### src/rtl/booth_radix4_multiplier_if.sv
// Operand/result handshake bundle for booth_radix4_multiplier.
// The requester uses the master modport and the multiplier uses the slave modport.
interface booth_radix4_multiplier_if #(
    parameter int WIDTH = 16
);
    logic               start;
    logic [WIDTH-1:0]   in1;
    logic [WIDTH-1:0]   in2;
    logic               is_signed;
    logic               busy;
    logic               done;
    logic [2*WIDTH-1:0] out;

    modport master (
        output start, in1, in2, is_signed,
        input  busy, done, out
    );

    modport slave (
        input  start, in1, in2, is_signed,
        output busy, done, out
    );
endinterface

### src/rtl/booth_radix4_multiplier.sv
// Radix-4 (modified Booth) sequential multiplier, signed/unsigned, start/busy/done handshake.
// Optional early termination on uniform remaining multiplier bits: define EARLY_TERM_EN.
module booth_radix4_multiplier #(
    parameter int WIDTH = 16,
    parameter int CNT_W = $clog2(WIDTH / 2 + 1)
) (
    input  logic                      clk,
    input  logic                      rst_n,
    booth_radix4_multiplier_if.slave  bus
);

    localparam int XW = WIDTH + 2;
    localparam logic [CNT_W-1:0] ITER_S = CNT_W'(WIDTH / 2);
    localparam logic [CNT_W-1:0] ITER_U = CNT_W'(WIDTH / 2 + 1);

    typedef enum logic [1:0] {
        S_IDLE,
        S_RUN,
        S_DONE
    } state_t;

    state_t             state_q, state_d;
    logic [XW-1:0]      m_q, m_d;
    logic [XW-1:0]      a_q, a_d;
    logic [XW-1:0]      q_q, q_d;
    logic               qm1_q, qm1_d;
    logic [CNT_W-1:0]   cnt_q, cnt_d;
    logic               sgn_q, sgn_d;
    logic [2*WIDTH-1:0] out_q, out_d;
    logic               done_q, done_d;

    logic [2:0]          trip;
    logic [XW-1:0]       addend;
    logic [XW-1:0]       sum;
    logic                cin;
    logic signed [2*XW:0] shifted;
    logic                early;
`ifdef EARLY_TERM_EN
    logic [CNT_W:0]         shamt;
    logic [XW-1:0]          rem_mask;
    logic [XW-1:0]          rem_bits;
    logic signed [2*XW-1:0] realigned;
`endif

    // Booth recoding of {Q1,Q0,Q-1}; negation is one's complement plus carry-in.
    always_comb begin
        addend = '0;
        cin    = 1'b0;
        trip   = {q_q[1:0], qm1_q};
        case (trip)
            3'b001, 3'b010: addend = m_q;
            3'b011:         addend = {m_q[XW-2:0], 1'b0};
            3'b100: begin
                addend = ~{m_q[XW-2:0], 1'b0};
                cin    = 1'b1;
            end
            3'b101, 3'b110: begin
                addend = ~m_q;
                cin    = 1'b1;
            end
            default: addend = '0;
        endcase
        sum     = a_q + addend + XW'(cin);
        shifted = $signed({sum, q_q, qm1_q}) >>> 2;

`ifdef EARLY_TERM_EN
        // Low 2*cnt bits of Q plus Q-1 are the triplets still to be decoded.
        shamt     = {cnt_q, 1'b0};
        rem_mask  = ~({XW{1'b1}} << shamt);
        rem_bits  = q_q & rem_mask;
        early     = ((rem_bits == '0) && !qm1_q) ||
                    (sgn_q && (rem_bits == rem_mask) && qm1_q);
        realigned = $signed({a_q, q_q}) >>> shamt;
`else
        early     = 1'b0;
`endif
    end

    always_comb begin
        state_d = state_q;
        m_d     = m_q;
        a_d     = a_q;
        q_d     = q_q;
        qm1_d   = qm1_q;
        cnt_d   = cnt_q;
        sgn_d   = sgn_q;
        out_d   = out_q;
        done_d  = 1'b0;

        case (state_q)
            S_IDLE: begin
                if (bus.start && !done_q) begin
                    sgn_d   = bus.is_signed;
                    m_d     = bus.is_signed ? {{2{bus.in1[WIDTH-1]}}, bus.in1}
                                            : {2'b00, bus.in1};
                    q_d     = bus.is_signed ? {{2{bus.in2[WIDTH-1]}}, bus.in2}
                                            : {2'b00, bus.in2};
                    a_d     = '0;
                    qm1_d   = 1'b0;
                    cnt_d   = bus.is_signed ? ITER_S : ITER_U;
                    state_d = S_RUN;
                end
            end

            S_RUN: begin
                if (early) begin
`ifdef EARLY_TERM_EN
                    {a_d, q_d} = realigned;
`endif
                    cnt_d   = '0;
                    state_d = S_DONE;
                end else begin
                    {a_d, q_d, qm1_d} = shifted;
                    cnt_d = cnt_q - CNT_W'(1);
                    if (cnt_q == CNT_W'(1)) begin
                        state_d = S_DONE;
                    end
                end
            end

            S_DONE: begin
                // Signed mode ran one iteration fewer, so its product sits two bits higher.
                out_d   = sgn_q ? {a_q[WIDTH-1:0], q_q[XW-1:2]}
                                : {a_q[WIDTH-3:0], q_q};
                done_d  = 1'b1;
                state_d = S_IDLE;
            end

            default: state_d = S_IDLE;
        endcase
    end

    always_ff @(posedge clk or negedge rst_n) begin
        if (!rst_n) begin
            state_q <= S_IDLE;
            m_q     <= '0;
            a_q     <= '0;
            q_q     <= '0;
            qm1_q   <= 1'b0;
            cnt_q   <= '0;
            sgn_q   <= 1'b0;
            out_q   <= '0;
            done_q  <= 1'b0;
        end else begin
            state_q <= state_d;
            m_q     <= m_d;
            a_q     <= a_d;
            q_q     <= q_d;
            qm1_q   <= qm1_d;
            cnt_q   <= cnt_d;
            sgn_q   <= sgn_d;
            out_q   <= out_d;
            done_q  <= done_d;
        end
    end

    assign bus.busy = (state_q != S_IDLE);
    assign bus.done = done_q;
    assign bus.out  = out_q;

endmodule
### src/flat_wrapper.sv
// flat-port wrapper written by rule: the top's interface ports become plain ports
module booth_radix4_multiplier_flat 
#(
    parameter int WIDTH = 16,
    parameter int CNT_W = $clog2(WIDTH / 2 + 1)
)
  (clk, rst_n, bus_start, bus_in1, bus_in2, bus_is_signed, bus_busy, bus_done, bus_out);
  booth_radix4_multiplier_if #(.WIDTH(WIDTH)) bus_i ();
  input  logic clk;
  input  logic rst_n;
  input wire logic [$bits(bus_i.start)-1:0] bus_start;
  input wire logic [$bits(bus_i.in1)-1:0] bus_in1;
  input wire logic [$bits(bus_i.in2)-1:0] bus_in2;
  input wire logic [$bits(bus_i.is_signed)-1:0] bus_is_signed;
  output wire logic [$bits(bus_i.busy)-1:0] bus_busy;
  output wire logic [$bits(bus_i.done)-1:0] bus_done;
  output wire logic [$bits(bus_i.out)-1:0] bus_out;
  assign bus_i.start = bus_start;
  assign bus_i.in1 = bus_in1;
  assign bus_i.in2 = bus_in2;
  assign bus_i.is_signed = bus_is_signed;
  assign bus_busy = bus_i.busy;
  assign bus_done = bus_i.done;
  assign bus_out = bus_i.out;
  booth_radix4_multiplier #(.WIDTH(WIDTH), .CNT_W(CNT_W)) u_core (.clk(clk), .rst_n(rst_n), .bus(bus_i));
endmodule
### config.mk
export PLATFORM = sky130hd
export DESIGN_NAME = booth_radix4_multiplier_flat
export DESIGN_NICKNAME = d
export VERILOG_FILES = /design/src/rtl/booth_radix4_multiplier_if.sv /design/src/rtl/booth_radix4_multiplier.sv /design/src/flat_wrapper.sv
export SDC_FILE = /design/constraint.sdc
export NUM_CORES = 1
export LEC_CHECK = 0
export CAP_MARGIN = 20
export CORE_ASPECT_RATIO = 1.1
export CORE_MARGIN = 5
export CORE_UTILIZATION = 45
export DETAILED_ROUTE_END_ITERATION = 10
export DONT_BUFFER_PORTS = 1
export PLACE_DENSITY = 0.58
export SLEW_MARGIN = 20
export SYNTH_ARGS = -nofsm -noshare
export SYNTH_HDL_FRONTEND = slang
export SYNTH_SLANG_ARGS = --single-unit
### constraint.sdc
create_clock -name clk -period 4.6 [get_ports clk]
set_input_delay 0.92 -clock clk [delete_from_list [all_inputs] [get_ports clk]]
set_output_delay 0.92 -clock clk [all_outputs]
set_load 0.01 [all_outputs]
==> reports/qor.yml, run 1 <==
critPathMaxStageDelay_ns: 0.87
final_common_cell: "nand2_1"
reg2reg_from: "u_core.q_q[0]"
relSlewSlack_pct: 24.4
path_delay_family: "compound AO/OA/AOI/OAI gates"
drv_cap: 0
die_h_um: 122
critPathBufInv: 0
dpl.hpwl_mm: 8.00
syn_to_final_growth_pct: 8.02
dp_cells: 680
grt_pass1_wl_mm: 19.6
start_util_pct: 45.2
post_cts_buffers: 0
drc_errors: 0
start_kind: "register"
synth_area_per_cell_um2: 9.19
final_nets: 597
hold_violations: 0
drive_above_1_share_pct: 6.23
syn-cell-area_mm2: 0.00513
drtIter0Drc: 207
num_antenna_cells: 0
cts_hold_buf: 0
firstDrtPassIters: 4
path_class: "register to register"
ys_types: 51
fin_setup_tns_ns: 0
core_mm2: 0.0113
post_drt_wl_per_cell_um: 16.7
cts_sinks: 92
routed_wl_mm: 11.6
cts_root_buffer: "clkbuf_16"
finalSetupViolations: 0
io_buffers: 0
yosys_warnings: 0
grt_pass1_vias: 3847
grt_usage_pct: 17.9
endpoint_kind: "register"
nFillCells: 1092
final_max_slew_viol_count: 0
cpMostUsedCell: "o21ai_0"
outcome: "completed"
ys_seq_area_share_pct: 44.9
cp.arrival_ns: 3.94
wl_met2_mm: 5.59
top_layer: "met4"
grt.overflow.total: 0
fp.dieW_um: 112
postRouteAntennaNets: 0
startpoint: "u_core.q_q[0]"
critPathSlowestCell: "nor2_1"
worstHoldPathType: "input port to async pin"
wl_met3_um: 508
crit_required_ns: 4.83
final_area_mm2: 0.00554
rsz0062_at_grt: "false"
clkTransAtPathRegs_ns: 0.07
postPlaceCellArea_mm2: 0.00524
cts-resized-gates: 0
io_pins: 70
gp_congestion: 0.872
via_count: 3913
grt_max_degree: 93
antenna_found_initial: 0
fmaxAchievable_ghz: 0.270
worstPathMaxFanout: 16
synth-edff-count: 0
fin_crit_ns: 3.71
ff2ff_setup_slack_ns: 0.89
num_rows: 41
dieArea_mm2: 0.0136
final_util_pct: 48.9
via_per_inst: 5.62
syn_inst: 558
wl_met1_mm: 5.35
synth_flop_cell: "dfrtp_1"
finalNonFillerCells: 696
cts_max_level: 3
clock_latency_ns: 0.35
synth_nets: 614
ff2ff_path_depth: 12
cts_tree: "built"
path_cells: "nand2_1 > nor2_1 > a22oi_1 > o21ai_0 > ha_1 > o21ai_0 > o211ai_2 > a2111oi_4 > nor3_2 > o31ai_4 > nand3_1 > a32o_1"
fin_crit_sh_pct: 80.6
synthArstFlopShare_pct: 100
ys_ff_latch: 92
worst_slew_pin_slew_ns: 1.13
cts_buffers: 9
r2r-end: "u_core.a_q[14]"
clockBufferDepth: 2
final_cell_mix: "nand2_1, dfrtp_1, o21ai_0, mux2i_1, a22oi_1"
finClkSkew_ns: 0.00817
logic make-up (layout without fill, tap and decap cells):
logic type	count (synthesis)	in the layout	synth area share [%]
simple gates	186	186	15.3
buf+inv	42	30	3.12
fa+ha+maj	20	20	5.17
flops	92	92	44.9
xor+xnor	30	30	5.12
compound gates	155	155	19.9
mux	33	33	6.44
worst reg2reg max path, stage by stage (launching register included):
cell and delay [ns]:
dfrtp_1 0.44, nand2_1 0.14, nor2_1 0.87, a22oi_1 0.21
o21ai_0 0.15, ha_1 0.32, o21ai_0 0.27, o211ai_2 0.15
a2111oi_4 0.40, nor3_2 0.11, o31ai_4 0.19, nand3_1 0.10
a32o_1 0.24
cells in the mapped netlist (4+ instances only):
| master | n | share of area (%) |
|---|---|---|
| nand2_1 | 134 | 9.8 |
| dfrtp_1 | 92 | 45 |
| o21ai_0 | 72 | 7.0 |
| mux2i_1 | 33 | 6.4 |
| a22oi_1 | 32 | 4.7 |
| clkbuf_1 | 26 | 1.9 |
| xor2_1 | 25 | 4.3 |
| ha_1 | 18 | 4.4 |
| nand3_1 | 18 | 1.8 |
| a21oi_1 | 14 | 1.4 |
| nor2_1 | 11 | 0.80 |
| inv_1 | 9 | 0.66 |
| nor2b_1 | 6 | 0.73 |
| a211oi_1 | 5 | 0.73 |
| buf_1 | 5 | 0.37 |
| xnor2_1 | 5 | 0.85 |
| a21o_1 | 4 | 0.59 |
through the flow:
step / worst slack, ns / hold WS, ns
2_1_floorplan: 1.29 / 0.458
3_3_place_gp: 1.10 / 0.480
3_5_place_dp: 0.928 / 0.491
4_1_cts: 0.899 / 0.257
5_1_grt: 0.627 / 0.253
6_report: 0.893 / 0.263
how the worst max path moves through the flow:
stage                     endpoint  slack (ns)  depth (start not counted)
finish              u_core.a_q[14]        0.89                         12
global route        u_core.a_q[10]        0.63                         12
CTS                 u_core.a_q[14]        0.90                         12
detailed placement  u_core.a_q[14]        0.93                         12
global placement    u_core.a_q[14]        1.10                         12
floorplan           u_core.a_q[14]        1.29                         13
layer usage:
layer | global-route usage (%) | vias to the layer above
met3 | 3.08 | 12
met4 | 6.92 | 0
met2 | 29.3 | 81
met1 | 23.7 | 1893
met5 | 0 | -
li1 | - | 1927
sequential cells by signal, indices dropped and copies added (netlist names):
register and cells:
u_core.cnt_q 4, u_core.q_q 18, u_core.m_q 17, u_core.bus.done 1, u_core.sgn_q 1, u_core.qm1_q 1
u_core.a_q 16, u_core.state_q 2, u_core.bus.out 32
final cells by class:
type                            instances  area [um2]  area share, %
Tap cell                              150         188           3.39
Clock inverter                          3        46.3          0.835
Sequential cell                        92        2300           41.6
Clock buffer                           13         250           4.52
Inverter                                9        33.8          0.610
Multi-Input combinational cell        424        2680           48.4
Timing Repair Buffer                    5        37.5          0.677
Power of run 1 is not shown: default switching activity piles up to over one toggle a cycle in this logic, so the estimate is an artifact.
==> inputs of run 2 (changes only) <==
--- a/config.mk
+++ b/config.mk
@@ -11,7 +11,7 @@
 export CORE_UTILIZATION = 45
 export DETAILED_ROUTE_END_ITERATION = 10
 export DONT_BUFFER_PORTS = 1
-export PLACE_DENSITY = 0.58
+export PLACE_DENSITY = 0.6
 export SLEW_MARGIN = 20
 export SYNTH_ARGS = -nofsm -noshare
 export SYNTH_HDL_FRONTEND = slang
==> constraint.sdc (replaced) <==
create_clock -name clk -period 3.3 [get_ports clk]
set_input_delay 0.66 -clock clk [delete_from_list [all_inputs] [get_ports clk]]
set_output_delay 0.66 -clock clk [all_outputs]
set_load 0.01 [all_outputs]
==> run 2 against run 1 <==
Die area did not move; final cell count rose by 2.4%; sequential cell count did not move; global-route usage rose by 1.2 points; register-to-register slack got worse by 0.72 ns.
==> reports/qor.yml, run 2 (synthesis gave the netlist of run 1 again) <==
holdWs_ns: 0.125  # -0.138 ns
worst_slew_pin_slew_ns: 1.03  # -0.103 ns
grt_usage_pct: 19.0  # +1.2 points
outcome: "completed"
fin_crit_ns: 3.12  # -0.584 ns
final_nets: 616  # +3.2%
cts_tree: "built"
drc_errors: 0  # unchanged
drv_cap: 0  # unchanged
ff2ff_setup_slack_ns: 0.18  # -0.72 ns
final_cell_mix: "nand2_1, dfrtp_1, o21ai_0, mux2i_1, a22oi_1"
final_max_slew_viol_count: 0  # unchanged
grt_pass1_vias: 4087  # +6.2%
via_per_inst: 5.55  # -1.2%
post_drt_wl_per_cell_um: 17.1  # +2.4%
via_count: 3960  # +1.2%
crit_required_ns: 3.54  # -1.29 ns
die_h_um: 122  # unchanged
syn_to_final_growth_pct: 11.3
cp.arrival_ns: 3.36  # -0.58 ns
io_buffers: 0  # unchanged
relSlewSlack_pct: 31.5  # +7.2 points
grt_pass1_wl_mm: 20.6  # +5.1%
dieArea_mm2: 0.0136  # unchanged
cts_max_level: 3  # unchanged
finalNonFillerCells: 713  # +2.4%
rsz0062_at_grt: "true"
firstDrtPassIters: 4  # unchanged
routed_wl_mm: 12.2  # +4.9%
drive_above_1_share_pct: 10.5  # +4.3 points
grt_max_degree: 66  # -29%
largest_reg_flops: 32  # unchanged
fp.dieW_um: 112  # unchanged
final_common_cell: "nand2_1"
dpl.hpwl_mm: 8.50  # +6.3%
drtIter0Drc: 270  # +30%
cts_root_buffer: "clkbuf_16"
clkTransAtPathRegs_ns: 0.06  # about the same
worstPathMaxFanout: 3  # -13
worst_slack_ns: 0.177  # -0.716 ns
worstHoldPathType: "input port to async pin"
fmaxAchievable_ghz: 0.320  # +19%
clock_latency_ns: 0.35  # about the same
pre_cts_slack_ns: -0.0562  # -0.984 ns
path_class: "register to register"
postRouteAntennaNets: 0  # unchanged
io_pins: 70  # unchanged
nFillCells: 1087  # -0.46%
fin_crit_sh_pct: 94.6  # +14 points
num_antenna_cells: 0  # unchanged
num_rows: 41  # unchanged
antenna_found_initial: 0  # unchanged
start_kind: "register"
gp_congestion: 0.877  # +0.60%
cts_sinks: 92  # unchanged
endpoint_kind: "register"
finalSetupViolations: 0  # unchanged
grt.overflow.total: 0  # unchanged
cts_buffers: 9  # unchanged
hold_violations: 0  # unchanged
clockBufferDepth: 2  # unchanged
dp_cells: 694  # +2.1%
finClkSkew_ns: 0.0101  # +0.00196 ns
core_mm2: 0.0113  # unchanged
start_util_pct: 45.2  # unchanged
run 2: cell types whose count changed in the layout (fill, tap and decap cells not counted), moves of 2 or more:
cell / delta
fa_1: -2
nor2_2: +2
o21ai_1: +2
fa_2: +2
clkinv_2: +2
buf_4: +16
nor2_1: -2
o21ai_0: -2
run 2: final timing paths:
kind	from	endpoint	cells past startpoint
worst max-delay path	u_core.q_q[0]	u_core.a_q[14]	13
worst min-delay path	rst_n	u_core.q_q[10]	1
worst max register to register	u_core.q_q[0]	u_core.a_q[14]	13
worst min register to register	u_core.cnt_q[3]	u_core.cnt_q[3]	1
max in group asynchronous	rst_n	u_core.bus.out[26]	1
min in group clk	bus_in1[10]	u_core.m_q[10]	2
run 2: what timing repair did:
action,in CTS,in global routing
buffers inserted,0,2
hold buffers,3,0
endpoints found under the setup margin,1,5
pin swaps,0,3
gates resized for setup,1,10
endpoints found under the hold margin,57,0
run 2: through the flow:
| stage | util, % | setup TNS [ns] | instance area [um2] |
|---|---|---|---|
| 2_1_floorplan | - | 0 | 5130 |
| 3_3_place_gp | 47.1 | 0 | 5350 |
| 3_5_place_dp | 47.1 | -0.0562 | 5350 |
| 4_1_cts | 49.9 | 0 | 5660 |
| 5_1_grt | 50.4 | -0.0351 | 5710 |
| 6_report | 50.4 | 0 | 5710 |
run 2: cell type report:
| type | count | area, um2 | share of cell area (%) |
|---|---|---|---|
| multi-input cells | 424 | 2720 | 47.6 |
| clock buffers | 11 | 233 | 4.08 |
| inverters | 9 | 33.8 | 0.592 |
| flip-flops and latches | 92 | 2300 | 40.4 |
| clock inverters | 3 | 17.5 | 0.307 |
| well taps | 150 | 188 | 3.29 |
| repair buffers | 24 | 215 | 3.77 |
run 2: routing by layer:
layer	GRT usage, %	wire length, um
met4	7.91	245
met5	0	0
met2	31.3	5820
met3	3.28	500
met1	25.0	5620
run 2: critical path, cell delays in order, from the launching register on:
cell,delay (ns)
dfrtp_1,0.41
nor2_2,0.13
nor2b_1,0.06
o21ai_0,0.13
a21oi_1,0.08
fa_2,0.36
fa_2,0.36
a211oi_2,0.24
o211ai_2,0.15
a2111oi_4,0.45
nor3_2,0.11
o31ai_4,0.19
nand3_1,0.10
a32o_1,0.24
Power of run 2 is left out for the same reason.
==> inputs of run 3 (changes only) <==
--- a/config.mk
+++ b/config.mk
@@ -8,10 +8,10 @@
 export CAP_MARGIN = 20
 export CORE_ASPECT_RATIO = 1.1
 export CORE_MARGIN = 5
-export CORE_UTILIZATION = 45
+export CORE_UTILIZATION = 40
 export DETAILED_ROUTE_END_ITERATION = 10
 export DONT_BUFFER_PORTS = 1
-export PLACE_DENSITY = 0.6
+export PLACE_DENSITY = 0.54
 export SLEW_MARGIN = 20
 export SYNTH_ARGS = -nofsm -noshare
 export SYNTH_HDL_FRONTEND = slang
==> run 3 against run 2 <==
First-iteration DRC count fell by 16%; sequential share of layout area is 0.13 points lower; hold slack improved by 0.097 ns; critical endpoint unchanged; core utilization fell by 4.9 points.
==> reports/qor.yml, run 3 (synthesis gave the netlist of run 1 again) <==
post_drt_wl_per_cell_um: 16.7  # -2.5%
reg2reg_from: "u_core.q_q[0]"
drive_above_1_share_pct: 10.8  # +0.36 points
firstDrtPassIters: 4  # unchanged
fin_crit_sh_pct: 95.2  # +0.57 points
worstPathMaxFanout: 3  # unchanged
start_util_pct: 40.7  # -4.5 points
clkTransAtPathRegs_ns: 0.07  # about the same
io_buffers: 0  # unchanged
start_kind: "register"
cts_buffers: 9  # unchanged
grt_usage_pct: 16.6  # -2.4 points
final_cell_mix: "nand2_1, dfrtp_1, o21ai_0, mux2i_1, a22oi_1"
crit_required_ns: 3.53  # about the same
via_count: 3926  # -0.86%
final_area_mm2: 0.00573  # +0.33%
dpl.hpwl_mm: 8.39  # -1.3%
final_nets: 614  # -0.32%
gp_congestion: 0.835  # -4.8%
core_mm2: 0.0126  # +11%
finClkSkew_ns: 0.00772  # -0.00242 ns
clockBufferDepth: 2  # unchanged
num_antenna_cells: 0  # unchanged
dieArea_mm2: 0.0152  # +11%
fmaxAchievable_ghz: 0.318  # -0.60%
die_h_um: 129  # +5.6%
grt.overflow.total: 0  # unchanged
drc_errors: 0  # unchanged
routed_wl_mm: 12.0  # -1.5%
postPlaceCellArea_mm2: 0.00537  # +0.44%
cts_sinks: 92  # unchanged
grt_max_degree: 93  # +41%
postRouteAntennaNets: 0  # unchanged
cp.arrival_ns: 3.37  # about the same
dp_cells: 703  # +1.3%
outcome: "completed"
finalNonFillerCells: 720  # +0.98%
via_per_inst: 5.45  # -1.8%
rsz0062_at_grt: "true"
io_pins: 70  # unchanged
path_class: "register to register"
endpoint_kind: "register"
grt_pass1_wl_mm: 20.4  # -1.1%
cts_tree: "built"
startpoint: "u_core.q_q[0]"
cts_root_buffer: "clkbuf_16"
fin_crit_ns: 3.14  # +0.0189 ns
hold_violations: 0  # unchanged
relSlewSlack_pct: 34.4  # +2.9 points
worst_slew_pin_slew_ns: 0.983  # -0.0436 ns
clock_latency_ns: 0.35  # about the same
largest_reg_flops: 32  # unchanged
num_rows: 43  # +4.9%
syn_to_final_growth_pct: 11.7
finalSetupViolations: 0  # unchanged
fp.dieW_um: 118  # +5.5%
drtIter0Drc: 228  # -16%
antenna_found_initial: 0  # unchanged
final_max_slew_viol_count: 0  # unchanged
drv_cap: 0  # unchanged
final_common_cell: "nand2_1"
worstHoldPathType: "input port to async pin"
nFillCells: 1227  # +13%
grt_pass1_vias: 3951  # -3.3%
cts_max_level: 3  # unchanged
[run 3: critical path, stage by stage (launching register included)]
cell and delay [ns]:
dfrtp_1 0.41, nor2_2 0.14, nor2b_1 0.07, o21ai_1 0.12, a21oi_1 0.07, fa_2 0.36
fa_2 0.36, a211oi_2 0.29, o211ai_2 0.15, a2111oi_4 0.41, nor3_2 0.11, o31ai_4 0.19
nand3_1 0.10, a32o_1 0.25
[run 3: layer usage]
layer	global-route usage, %	up-vias	wire, um
met1	22.5	1872	5780
met5	0	-	0
met3	3.78	13	470
met4	6.14	0	217
li1	-	1957	-
met2	26.3	84	5540
[run 3: final timing paths]
kind / end / slack (ns) / depth (start not counted)
max: u_core.a_q[14] / 0.16 / 13
min: u_core.bus.out[14] / 0.22 / 1
max reg2reg: u_core.a_q[14] / 0.16 / 13
min reg2reg: u_core.cnt_q[3] / 0.50 / 1
max in group asynchronous: u_core.q_q[1] / 2.70 / 1
min in group clk: u_core.m_q[10] / 0.41 / 2
[run 3: metrics by stage]
stage                     utilization (%)  setup TNS (ns)  hold WS [ns]  setup WS [ns]
final                                45.5               0         0.222          0.158
after global routing                 45.5         -0.0358         0.247        -0.0358
after CTS                            45.2               0         0.246         0.0210
after detailed placement             42.6         -0.0496         0.367        -0.0496
after global placement               42.6               0         0.368         0.0506
after floorplan                         -               0         0.364         0.0659
[run 3: cell type report]
cell class | count | area [um2] | area share [%]
Multi-Input combinational cell | 424 | 2730 | 47.7
Clock inverter | 5 | 36.3 | 0.633
Clock buffer | 11 | 243 | 4.24
Sequential cell | 92 | 2300 | 40.2
Timing Repair Buffer | 22 | 185 | 3.23
Inverter | 9 | 33.8 | 0.590
Tap cell | 157 | 196 | 3.43
[run 3: timing repair]
item,in CTS,in global routing
hold endpoints to repair,92,0
setup buffers,0,0
pin swaps,2,3
resized for setup,2,11
hold buffers,1,0
setup endpoints to repair,1,8
Power of run 3 is left out for the same reason.
